`config.mk`:
```
export PLATFORM = sky130hd
export DESIGN_NAME = ps2_rx
export DESIGN_NICKNAME = d
export VERILOG_FILES = /design/src/rtl/ps2_pkg.sv /design/src/rtl/ps2_filter.sv /design/src/rtl/ps2_rx.sv
export SDC_FILE = /design/constraint.sdc
export NUM_CORES = 1
export LEC_CHECK = 0
export BUFFER_PORTS_ARGS = -buffer_cell sky130_fd_sc_hd__buf_2
export CAP_MARGIN = 20
export CORE_ASPECT_RATIO = 0.6
export CORE_UTILIZATION = 50
export CTS_CLUSTER_DIAMETER = 50
export DETAILED_ROUTE_END_ITERATION = 7
export PLACE_DENSITY = 0.65
export SYNTH_ARGS = -nofsm -noshare
export SYNTH_HDL_FRONTEND = slang
export SYNTH_SLANG_ARGS = --single-unit
```
`constraint.sdc`:
```
create_clock -name clock -period 2.25 [get_ports clock]
set_input_delay 0.45 -clock clock [delete_from_list [all_inputs] [get_ports clock]]
set_output_delay 0.45 -clock clock [all_outputs]
set_load 0.05 [all_outputs]
```
`src/rtl/ps2_pkg.sv`:
```
// Shared types and frame constants for the PS/2 device-to-host receiver.
package ps2_pkg;

    typedef enum logic [1:0] {
        IDLE   = 2'd0,
        DATA   = 2'd1,
        PARITY = 2'd2,
        STOP   = 2'd3
    } state_t;

    localparam logic START_BIT = 1'b0;
    localparam logic STOP_BIT  = 1'b1;
    localparam int   DATA_BITS = 8;

    // A frame is accepted when the stop bit is high and byte plus parity hold an odd count of ones.
    function automatic logic frame_ok(input logic [7:0] byte_in, input logic parity_in,
                                      input logic stop_in);
        return (stop_in == STOP_BIT) && (^{byte_in, parity_in});
    endfunction

endpackage

```
`src/rtl/ps2_filter.sv`:
```
// Two-flop synchroniser, glitch filter and falling-edge pulse for the raw PS/2 clock pin.
module ps2_filter #(
    parameter int FILTER_LEN = 8
) (
    input  logic clock,
    input  logic reset,
    input  logic raw_in,
    output logic level,
    output logic fall
);

    localparam int CNT_W = (FILTER_LEN > 1) ? $clog2(FILTER_LEN) : 1;
    localparam logic [CNT_W-1:0] CNT_LAST = CNT_W'(FILTER_LEN - 1);

    logic             r_sync1;
    logic             r_sync2;
    logic             r_level;
    logic             r_fall;
    logic [CNT_W-1:0] r_cnt;

    // Synchronise, then let the filtered level follow only after FILTER_LEN differing samples in a row.
    always_ff @(posedge clock) begin
        if (reset) begin
            r_sync1 <= 1'b1;
            r_sync2 <= 1'b1;
            r_level <= 1'b1;
            r_fall  <= 1'b0;
            r_cnt   <= '0;
        end else begin
            r_sync1 <= raw_in;
            r_sync2 <= r_sync1;
            r_fall  <= 1'b0;
            if (r_sync2 != r_level) begin
                if (r_cnt == CNT_LAST) begin
                    r_level <= r_sync2;
                    r_fall  <= ~r_sync2;
                    r_cnt   <= '0;
                end else begin
                    r_cnt <= r_cnt + CNT_W'(1);
                end
            end else begin
                r_cnt <= '0;
            end
        end
    end

    assign level = r_level;
    assign fall  = r_fall;

endmodule

```
`src/rtl/ps2_rx.sv`:
```
// PS/2 device-to-host frame receiver: start, 8 data bits LSB first, odd parity, stop.
module ps2_rx
    import ps2_pkg::*;
#(
    parameter int FILTER_LEN     = 8,
    parameter int TIMEOUT_CYCLES = 50000
) (
    input  logic       clock,
    input  logic       reset,
    input  logic       ps2_clk,
    input  logic       ps2_dat,
    output logic [7:0] data,
    output logic       ready,
    output logic       err,
    output logic       busy
);

    localparam int TO_W = $clog2(TIMEOUT_CYCLES);
    localparam logic [TO_W-1:0] TO_LAST = TO_W'(TIMEOUT_CYCLES - 1);
    localparam logic [2:0] LAST_BIT = 3'(DATA_BITS - 1);

    logic            w_fclk_unused;
    logic            w_fall;
    logic            r_dat_s1;
    logic            r_dat_s2;
    state_t          r_state;
    state_t          w_state_next;
    logic            w_ready_next;
    logic            w_err_next;
    logic            r_ready;
    logic            r_err;
    logic            r_busy;
    logic [7:0]      r_shift;
    logic [2:0]      r_bitcnt;
    logic            r_parity;
    logic [TO_W-1:0] r_tocnt;
    logic [7:0]      r_data;

    ps2_filter #(
        .FILTER_LEN(FILTER_LEN)
    ) u_clk_filter (
        .clock (clock),
        .reset (reset),
        .raw_in(ps2_clk),
        .level (w_fclk_unused),
        .fall  (w_fall)
    );

    // Data pin only needs synchronising; it is sampled long after it settles in the bit cell.
    always_ff @(posedge clock) begin
        if (reset) begin
            r_dat_s1 <= 1'b1;
            r_dat_s2 <= 1'b1;
        end else begin
            r_dat_s1 <= ps2_dat;
            r_dat_s2 <= r_dat_s1;
        end
    end

    // Next-state and strobe decode; a timeout only fires when no edge arrives in the same cycle.
    always_comb begin
        w_state_next = r_state;
        w_ready_next = 1'b0;
        w_err_next   = 1'b0;
        case (r_state)
            IDLE:   if (w_fall && (r_dat_s2 == START_BIT)) w_state_next = DATA;
            DATA:   if (w_fall && (r_bitcnt == LAST_BIT)) w_state_next = PARITY;
            PARITY: if (w_fall) w_state_next = STOP;
            STOP: begin
                if (w_fall) begin
                    w_state_next = IDLE;
                    if (frame_ok(r_shift, r_parity, r_dat_s2)) w_ready_next = 1'b1;
                    else                                       w_err_next   = 1'b1;
                end
            end
            default: w_state_next = IDLE;
        endcase
        if ((r_state != IDLE) && !w_fall && (r_tocnt == TO_LAST)) begin
            w_state_next = IDLE;
            w_ready_next = 1'b0;
            w_err_next   = 1'b1;
        end
    end

    // State register with the registered strobes and busy flag.
    always_ff @(posedge clock) begin
        if (reset) begin
            r_state <= IDLE;
            r_ready <= 1'b0;
            r_err   <= 1'b0;
            r_busy  <= 1'b0;
        end else begin
            r_state <= w_state_next;
            r_ready <= w_ready_next;
            r_err   <= w_err_next;
            r_busy  <= (w_state_next != IDLE);
        end
    end

    // Shift register, bit/timeout counters and the held output byte.
    always_ff @(posedge clock) begin
        if (reset) begin
            r_shift  <= '0;
            r_bitcnt <= '0;
            r_parity <= 1'b0;
            r_tocnt  <= '0;
            r_data   <= '0;
        end else begin
            if ((r_state == IDLE) || w_fall) r_tocnt <= '0;
            else                             r_tocnt <= r_tocnt + TO_W'(1);
            if (w_fall) begin
                case (r_state)
                    IDLE: r_bitcnt <= '0;
                    DATA: begin
                        r_shift  <= {r_dat_s2, r_shift[7:1]};
                        r_bitcnt <= r_bitcnt + 3'd1;
                    end
                    PARITY:  r_parity <= r_dat_s2;
                    default: ;
                endcase
            end
            if (w_ready_next) r_data <= r_shift;
        end
    end

    assign data  = r_data;
    assign ready = r_ready;
    assign err   = r_err;
    assign busy  = r_busy;

endmodule
```
==> results of run 1 <==
## layer usage
metal,vias to the layer above,global-route usage,wire length [um],share of wire
li1,766,-,-,-
met1,719,0.265,2140,0.55
met2,19,0.274,1580,0.41
met3,4,0.0472,112,0.029
met4,0,0.0500,25,0.0065
met5,-,0,0,0
## worst max-delay path by stage
stage / start / endpoint / cells past startpoint
3_5_place_dp: r_shift[0] / data[4] / 4
4_1_cts: r_shift[0] / data[4] / 4
6_report: r_shift[0] / data[4] / 4
3_3_place_gp: r_shift[0] / data[3] / 4
2_1_floorplan: r_shift[0] / data[0] / 4
5_1_grt: u_clk_filter.fall / r_bitcnt[0] / 4
## stage by stage
stage / utilization / power (uW) / hold WS [ns] / cells
floorplan: - / 927 / 0.389 / 221
finish: 0.605 / 1450 / 0.328 / 290
CTS: 0.605 / 1460 / 0.323 / 290
global route: 0.605 / 1500 / 0.328 / 290
detailed placement: 0.581 / 934 / 0.393 / 282
global placement: 0.581 / 933 / 0.396 / 282
## Yosys cell counts (4+ instances only)
cell type  number  share of area
nand2b_1       15          0.044
and3_1          4          0.012
o21ai_0         4         0.0094
clkbuf_1       11          0.019
a21oi_1         8          0.019
nand2_1        11          0.019
ha_1            5          0.029
nor2_1         25          0.044
dfxtp_1        50           0.47
or2_2           4          0.012
and4_1          4          0.016
inv_1           4         0.0070
xnor2_1         6          0.025
nor2b_1         4          0.012
mux2i_1        16          0.075
xor2_1         11          0.045
nand3_1        12          0.028
## kinds of logic (layout without fill, tap and decap cells)
family | Yosys count | after routing
simple gates | 96 | 96
compound gates | 17 | 17
fa+ha+maj | 5 | 5
xor+xnor | 19 | 19
flops | 50 | 50
buf+inv | 16 | 28
mux | 18 | 18
## flip-flops by register name, summed over array words and instances (netlist names), 2 cells and up
register	flops
data	8
r_tocnt	16
u_clk_filter.r_cnt	3
r_shift	8
r_bitcnt	3
r_state	2
## worst max-delay path, delay by kind of cell, from the launching register on
family | cells | cell delay (ns)
XOR/XNOR | 1 | 0.48
flip-flops | 1 | 0.37
multiplexers | 2 | 0.64
AND/OR/NAND/NOR | 1 | 0.36
## layout make-up
| cell class | count | share of cell area |
|---|---|---|
| clock buffers | 7 | 0.0369 |
| well taps | 57 | 0.0305 |
| repair buffers | 16 | 0.0363 |
| multi-input cells | 155 | 0.460 |
| flip-flops and latches | 50 | 0.428 |
| clock inverters | 1 | 0.00214 |
| inverters | 4 | 0.00641 |
## power by group through the flow
stage          combinational, uW  sequential [uW]  clock [uW]
6_report                    22.5              890         540
5_1_grt                     25.0              891         581
4_1_cts                     22.6              890         545
3_5_place_dp                22.5              911           0
3_3_place_gp                21.8              911           0
2_1_floorplan               16.3              910           0
## placed cells by master (no fill, tap or decap), drive strengths merged
cell / synthesis / final
or4: 1 / 1
a21boi: 2 / 2
nand2: 11 / 11
inv: 4 / 4
nor4b: 2 / 2
clkbuf: 11 / 7
a21oi: 8 / 8
nand4: 3 / 3
xnor2: 6 / 6
dfxtp: 50 / 50
and4: 4 / 4
nand3: 12 / 12
nor4: 1 / 1
xor3: 1 / 1
nand2b: 15 / 15
or2b: 2 / 2
and2: 2 / 2
nor4bb: 1 / 1
a211oi: 1 / 1
and3: 4 / 4
and4b: 1 / 1
mux2i: 17 / 17
xnor3: 1 / 1
clkinv: 0 / 1
buf: 1 / 16
nor2: 25 / 25
o31ai: 1 / 1
o21ai: 4 / 4
nor2b: 4 / 4
mux2: 1 / 1
or3: 3 / 3
a211o: 1 / 1
ha: 5 / 5
xor2: 11 / 11
or2: 4 / 4
nor3: 1 / 1
==> results.py, run 1 <==
metrics = {
    "run_status": {
        "outcome": "completed",
    },
    "synth": {
        "syn_inst": 221,
        "ys_seq_area_frac": 0.468,
        "synth_top_family_by_area": "simple AND/OR/NAND/NOR gates",
        "async_reset_ff_frac": 0,
        "synth_nets": 230,
        "synth_fa_ha_area_frac": 0.0292,
        "yosys.cell_types.count": 37,
        "synth_edf_count": 0,
        "avgSynthCellArea_um2": 9.68,
        "synth-seq-cells": 50,
        "ys.flop_type": "dfxtp_1",
        "synth_area_um2": 2140,
        "synth_warnings": 0,
        "synthXorXnorAreaFrac": 0.0918,
        "synth_mux_area_frac": 0.0906,
        "synth-compound-area-share": 0.0462,
        "yosys.area_share.simple": 0.246,
    },
    "timing": {
        "worst_pin_slew_ns": 0.555,
        "finalCriticalPeriod_ns": 1.92,
        "skew_ns": 0.0102,
        "slew_violations": 0,
        "fin_ws_ns": 0.326,
        "min_period_over_period": 0.855,
        "fmax_mhz": 520,
        "finalSetupViolations": 0,
        "relSlewSlack": 0.630,
        "finalHoldViolations": 0,
        "fin_tns_setup_ns": 0,
        "rsz0062_at_grt": "no",
    },
    "placed_design": {
        "routabilityCongestion": 0.724,
        "dp_hpwl_um": 2760,
        "placed_area_um2": 2250,
        "io_buffers": 14,
        "dp_slack_ns": 0.390,
    },
    "hold_path": {
        "hp-class": "input port to register",
        "hp-start": "ps2_clk",
        "holdPathStages": 2,
        "holdPathEnd": "u_clk_filter.r_sync1",
    },
    "clocking": {
        "cts_sinks": 50,
        "clkLatencyLatePin_ns": 0.30,
        "postCtsHoldBufs": 0,
        "ctsResizeCount": 0,
        "cts_htree_levels": 2,
        "clk_pin_slew_worst_paths_ns": 0.09,
        "post_cts_buffers": 0,
        "cts_buffer_depth": 2,
        "root_buffer": "clkbuf_8",
        "cts_inserted_buffers": 5,
        "cts_tree": "built",
    },
    "power": {
        "switching_share": 0.211,
        "p_leak_uw": 0.000936,
        "ir_drop_v": 0.000364,
        "pwr-share-seq": 0.613,
        "powerDensity_nw_per_um2": 621,
        "p_sw_uw": 306,
        "internal_power_uw": 1150,
        "p_clk_frac": 0.372,
        "combPwrFrac": 0.015,
    },
    "cells_and_area": {
        "syn2layout_area_growth_pct": 9.42,
        "seqCellArea_um2": 1000,
        "drive_above_1_share": 0.133,
        "antennaDiodeCount": 0,
        "multi_input_area_um2": 1080,
        "finalNetCount": 241,
        "fill_cells": 342,
        "final_area_um2": 2340,
    },
    "critical_path": {
        "r2r_cells": 4,
        "worstPathCellList": "xor3_1 > or3_4 > mux2i_4 > mux2i_1",
        "r2r-end": "data[4]",
        "cp_max_fo": 9,
        "cp_data_required_time_ns": 2.48,
        "path_class": "register to register",
        "slowest_stage": "xor3_1",
        "critPathMaxStageDelay_ns": 0.48,
        "crit_path_start_kind": "register",
        "regToRegSetupSlack_ns": 0.33,
        "crit-reg2reg-launch": "r_shift[0]",
        "end_kind": "register",
        "worstPathArrival_ns": 2.15,
    },
    "die": {
        "core_area_um2": 3870,
        "die_y_um": 52.7,
        "die_area_um2": 4550,
        "start_util": 0.553,
        "io_pins": 15,
        "die_width_um": 86.5,
        "rows": 17,
    },
    "drt": {
        "wirelength_um": 3850,
        "wire_per_inst_um": 13.3,
        "first_pass_iters": 4,
        "final_antenna_net_count": 0,
        "viasPerCell": 5.20,
        "drc": 0,
        "vias": 1508,
        "dr.first_iter.drc_count": 71,
    },
    "global_route": {
        "antenna_found_initial": 0,
        "grt_pass1_vias": 1325,
        "grt_overflow": 0,
        "grt_pass1_wl_um": 6330,
        "grt_start_max_net_pins": 40,
        "grt_usage": 0.185,
    },
    "job": {
        "drv_cap": 0,
    },
}
No activity file was read; power rests on OpenSTA's default activity.
==> run 2, diff against run 1 <==
- GPL_TIMING_DRIVEN: not set -> 0
==> run 2 against run 1 <==
Worst setup slack got worse by 0.058 ns. Global-route usage up 2.3 points. Clock power increased by 1%. Via count up 2.7%. Maximum frequency shrank 2.9%. Combinational power is 13% higher. Critical path depth stayed put. Routed wire length up 5.8%. Highest routed layer unchanged. Sequential power barely moved. Largest power group unchanged.
==> results.py, run 2 (synthesized netlist as in run 1, its figures left out) <==
metrics = {
    "power": {
        "combPwrFrac": 0.017,
        "pwr-share-seq": 0.609,
        "ir_drop_v": 0.000345,
        "internal_power_uw": 1150,
        "p_clk_frac": 0.374,
        "p_sw_uw": 309,
        "powerDensity_nw_per_um2": 615,
        "p_leak_uw": 0.000945,
        "switching_share": 0.211,
    },
    "die": {
        "die_y_um": 52.7,
        "start_util": 0.553,
        "core_area_um2": 3870,
        "die_width_um": 86.5,
        "die_area_um2": 4550,
        "io_pins": 15,
        "rows": 17,
    },
    "placed_design": {
        "io_buffers": 14,
        "routabilityCongestion": 0.854,
        "dp_hpwl_um": 3040,
    },
    "critical_path": {
        "end_kind": "register",
        "crit_end": "data[7]",
        "r2r-end": "data[7]",
        "regToRegSetupSlack_ns": 0.27,
        "worstPathArrival_ns": 2.20,
        "slowest_stage": "xor3_1",
        "path_class": "register to register",
        "startpoint": "r_shift[0]",
        "crit-reg2reg-launch": "r_shift[0]",
        "crit_family": "multiplexers",
        "crit_buf_inv": 0,
        "critPathMaxStageDelay_ns": 0.52,
        "crit_path_start_kind": "register",
        "worst-path-stages": 4,
        "cp_data_required_time_ns": 2.47,
        "worstPathCellList": "xor3_1 > or3_4 > mux2i_4 > mux2i_1",
        "r2r_cells": 4,
        "cp_max_fo": 9,
    },
    "global_route": {
        "grt_pass1_wl_um": 6950,
        "grt_pass1_vias": 1503,
        "grt_start_max_net_pins": 16,
        "grt_usage": 0.208,
        "grt_overflow": 0,
        "antenna_found_initial": 0,
    },
    "drt": {
        "topRoutingLayerUsed": "met4",
        "wire_per_inst_um": 13.6,
        "final_antenna_net_count": 0,
        "wl_met2_um": 1650,
        "wirelength_um": 4070,
        "first_pass_iters": 4,
        "viasPerCell": 5.16,
        "vias": 1549,
        "dr.first_iter.drc_count": 62,
        "route.met3.wl_um": 259,
        "drc": 0,
        "wl_met1_um": 2130,
    },
    "cells_and_area": {
        "antennaDiodeCount": 0,
        "fill_cells": 344,
        "final_common_cell": "dfxtp_1",
        "syn2layout_area_growth_pct": 11.1,
        "mostFrequentLayoutCells": "dfxtp_1, nor2_1, mux2i_1",
        "multi_input_area_um2": 1080,
        "drive_above_1_share": 0.123,
        "final_core_util": 0.614,
        "seqCellArea_um2": 1000,
        "largest_register": "r_tocnt",
        "largest_reg_flops": 16,
        "finalNetCount": 251,
    },
    "timing": {
        "worst_pin_slew_ns": 0.504,
        "fmax_mhz": 505,
        "relSlewSlack": 0.664,
        "skew_ns": 0.0103,
        "finalCriticalPeriod_ns": 1.98,
        "fin_tns_setup_ns": 0,
        "finalSetupViolations": 0,
        "finalHoldViolations": 0,
        "rsz0062_at_grt": "no",
        "slew_violations": 0,
        "min_period_over_period": 0.881,
    },
    "clocking": {
        "post_cts_buffers": 0,
        "postCtsHoldBufs": 0,
        "cts_inserted_buffers": 5,
        "root_buffer": "clkbuf_8",
        "cts_sinks": 50,
        "cts_htree_levels": 2,
        "cts_buffer_depth": 2,
        "cts_tree": "built",
        "ctsResizeCount": 0,
        "clkLatencyLatePin_ns": 0.30,
        "clk_pin_slew_worst_paths_ns": 0.09,
    },
    "run_status": {
        "outcome": "completed",
    },
    "job": {
        "drv_cap": 0,
    },
    "hold_path": {
        "holdPathStages": 2,
        "hp-class": "input port to register",
    },
}
==> run 2: cell count changes in the layout (fill, tap and decap cells not counted) <==
cell | before | now
clkbuf_1 | 1 | 12
buf_4 | 2 | 0
buf_2 | 14 | 15
clkinv_2 | 1 | 0
inv_6 | 0 | 1
==> run 2: final cells by class <==
cell class / instances / area share
sequential: 50 / 0.421
timing repair buffer: 14 / 0.0295
inverter: 4 / 0.00632
multi-input combinational: 155 / 0.453
clock inverter: 1 / 0.00369
clock buffer: 7 / 0.0363
buffer: 12 / 0.0195
tap: 57 / 0.0300
==> run 2: through the flow <==
step | hold slack, ns | area, um^2 | total power, uW | setup WS, ns | std cells
finish | 0.324 | 2380 | 1460 | 0.268 | 300
global route | 0.322 | 2380 | 1520 | 0.157 | 300
CTS | 0.318 | 2380 | 1480 | 0.266 | 300
detailed placement | 0.393 | 2280 | 937 | 0.305 | 292
global placement | 0.395 | 2280 | 936 | 0.329 | 292
floorplan | 0.389 | 2140 | 927 | 0.540 | 221
==> run 2: worst register-to-register path, stage by stage, from the launching register on <==
cell and delay [ns]:
dfxtp_1 0.36, xor3_1 0.52, or3_4 0.38, mux2i_4 0.40, mux2i_1 0.25
==> run 2: power by group through the flow <==
| stage | sequential (uW) | combinational, uW | clock (uW) |
|---|---|---|---|
| floorplan | 910 | 16.3 | 0 |
| global placement | 911 | 24.8 | 0 |
| detailed placement | 911 | 25.7 | 0 |
| CTS | 890 | 25.6 | 559 |
| global route | 891 | 28.4 | 604 |
| finish | 890 | 25.5 | 546 |
==> run 2: layer usage <==
layer  up-vias  global-route usage
li1        784                   -
met1       714               0.286
met2        46               0.308
met3         5              0.0583
met4         0              0.0806
met5         -                   0
==> run 2: how the worst min path moves through the flow <==
| stage | start | endpoint | slack, ns |
|---|---|---|---|
| floorplan | r_dat_s1 | r_dat_s2 | 0.39 |
| global placement | u_clk_filter.r_sync1 | u_clk_filter.r_sync2 | 0.39 |
| detailed placement | u_clk_filter.r_sync1 | u_clk_filter.r_sync2 | 0.39 |
| CTS | ps2_clk | u_clk_filter.r_sync1 | 0.32 |
| global route | ps2_clk | u_clk_filter.r_sync1 | 0.32 |
| finish | ps2_clk | u_clk_filter.r_sync1 | 0.32 |
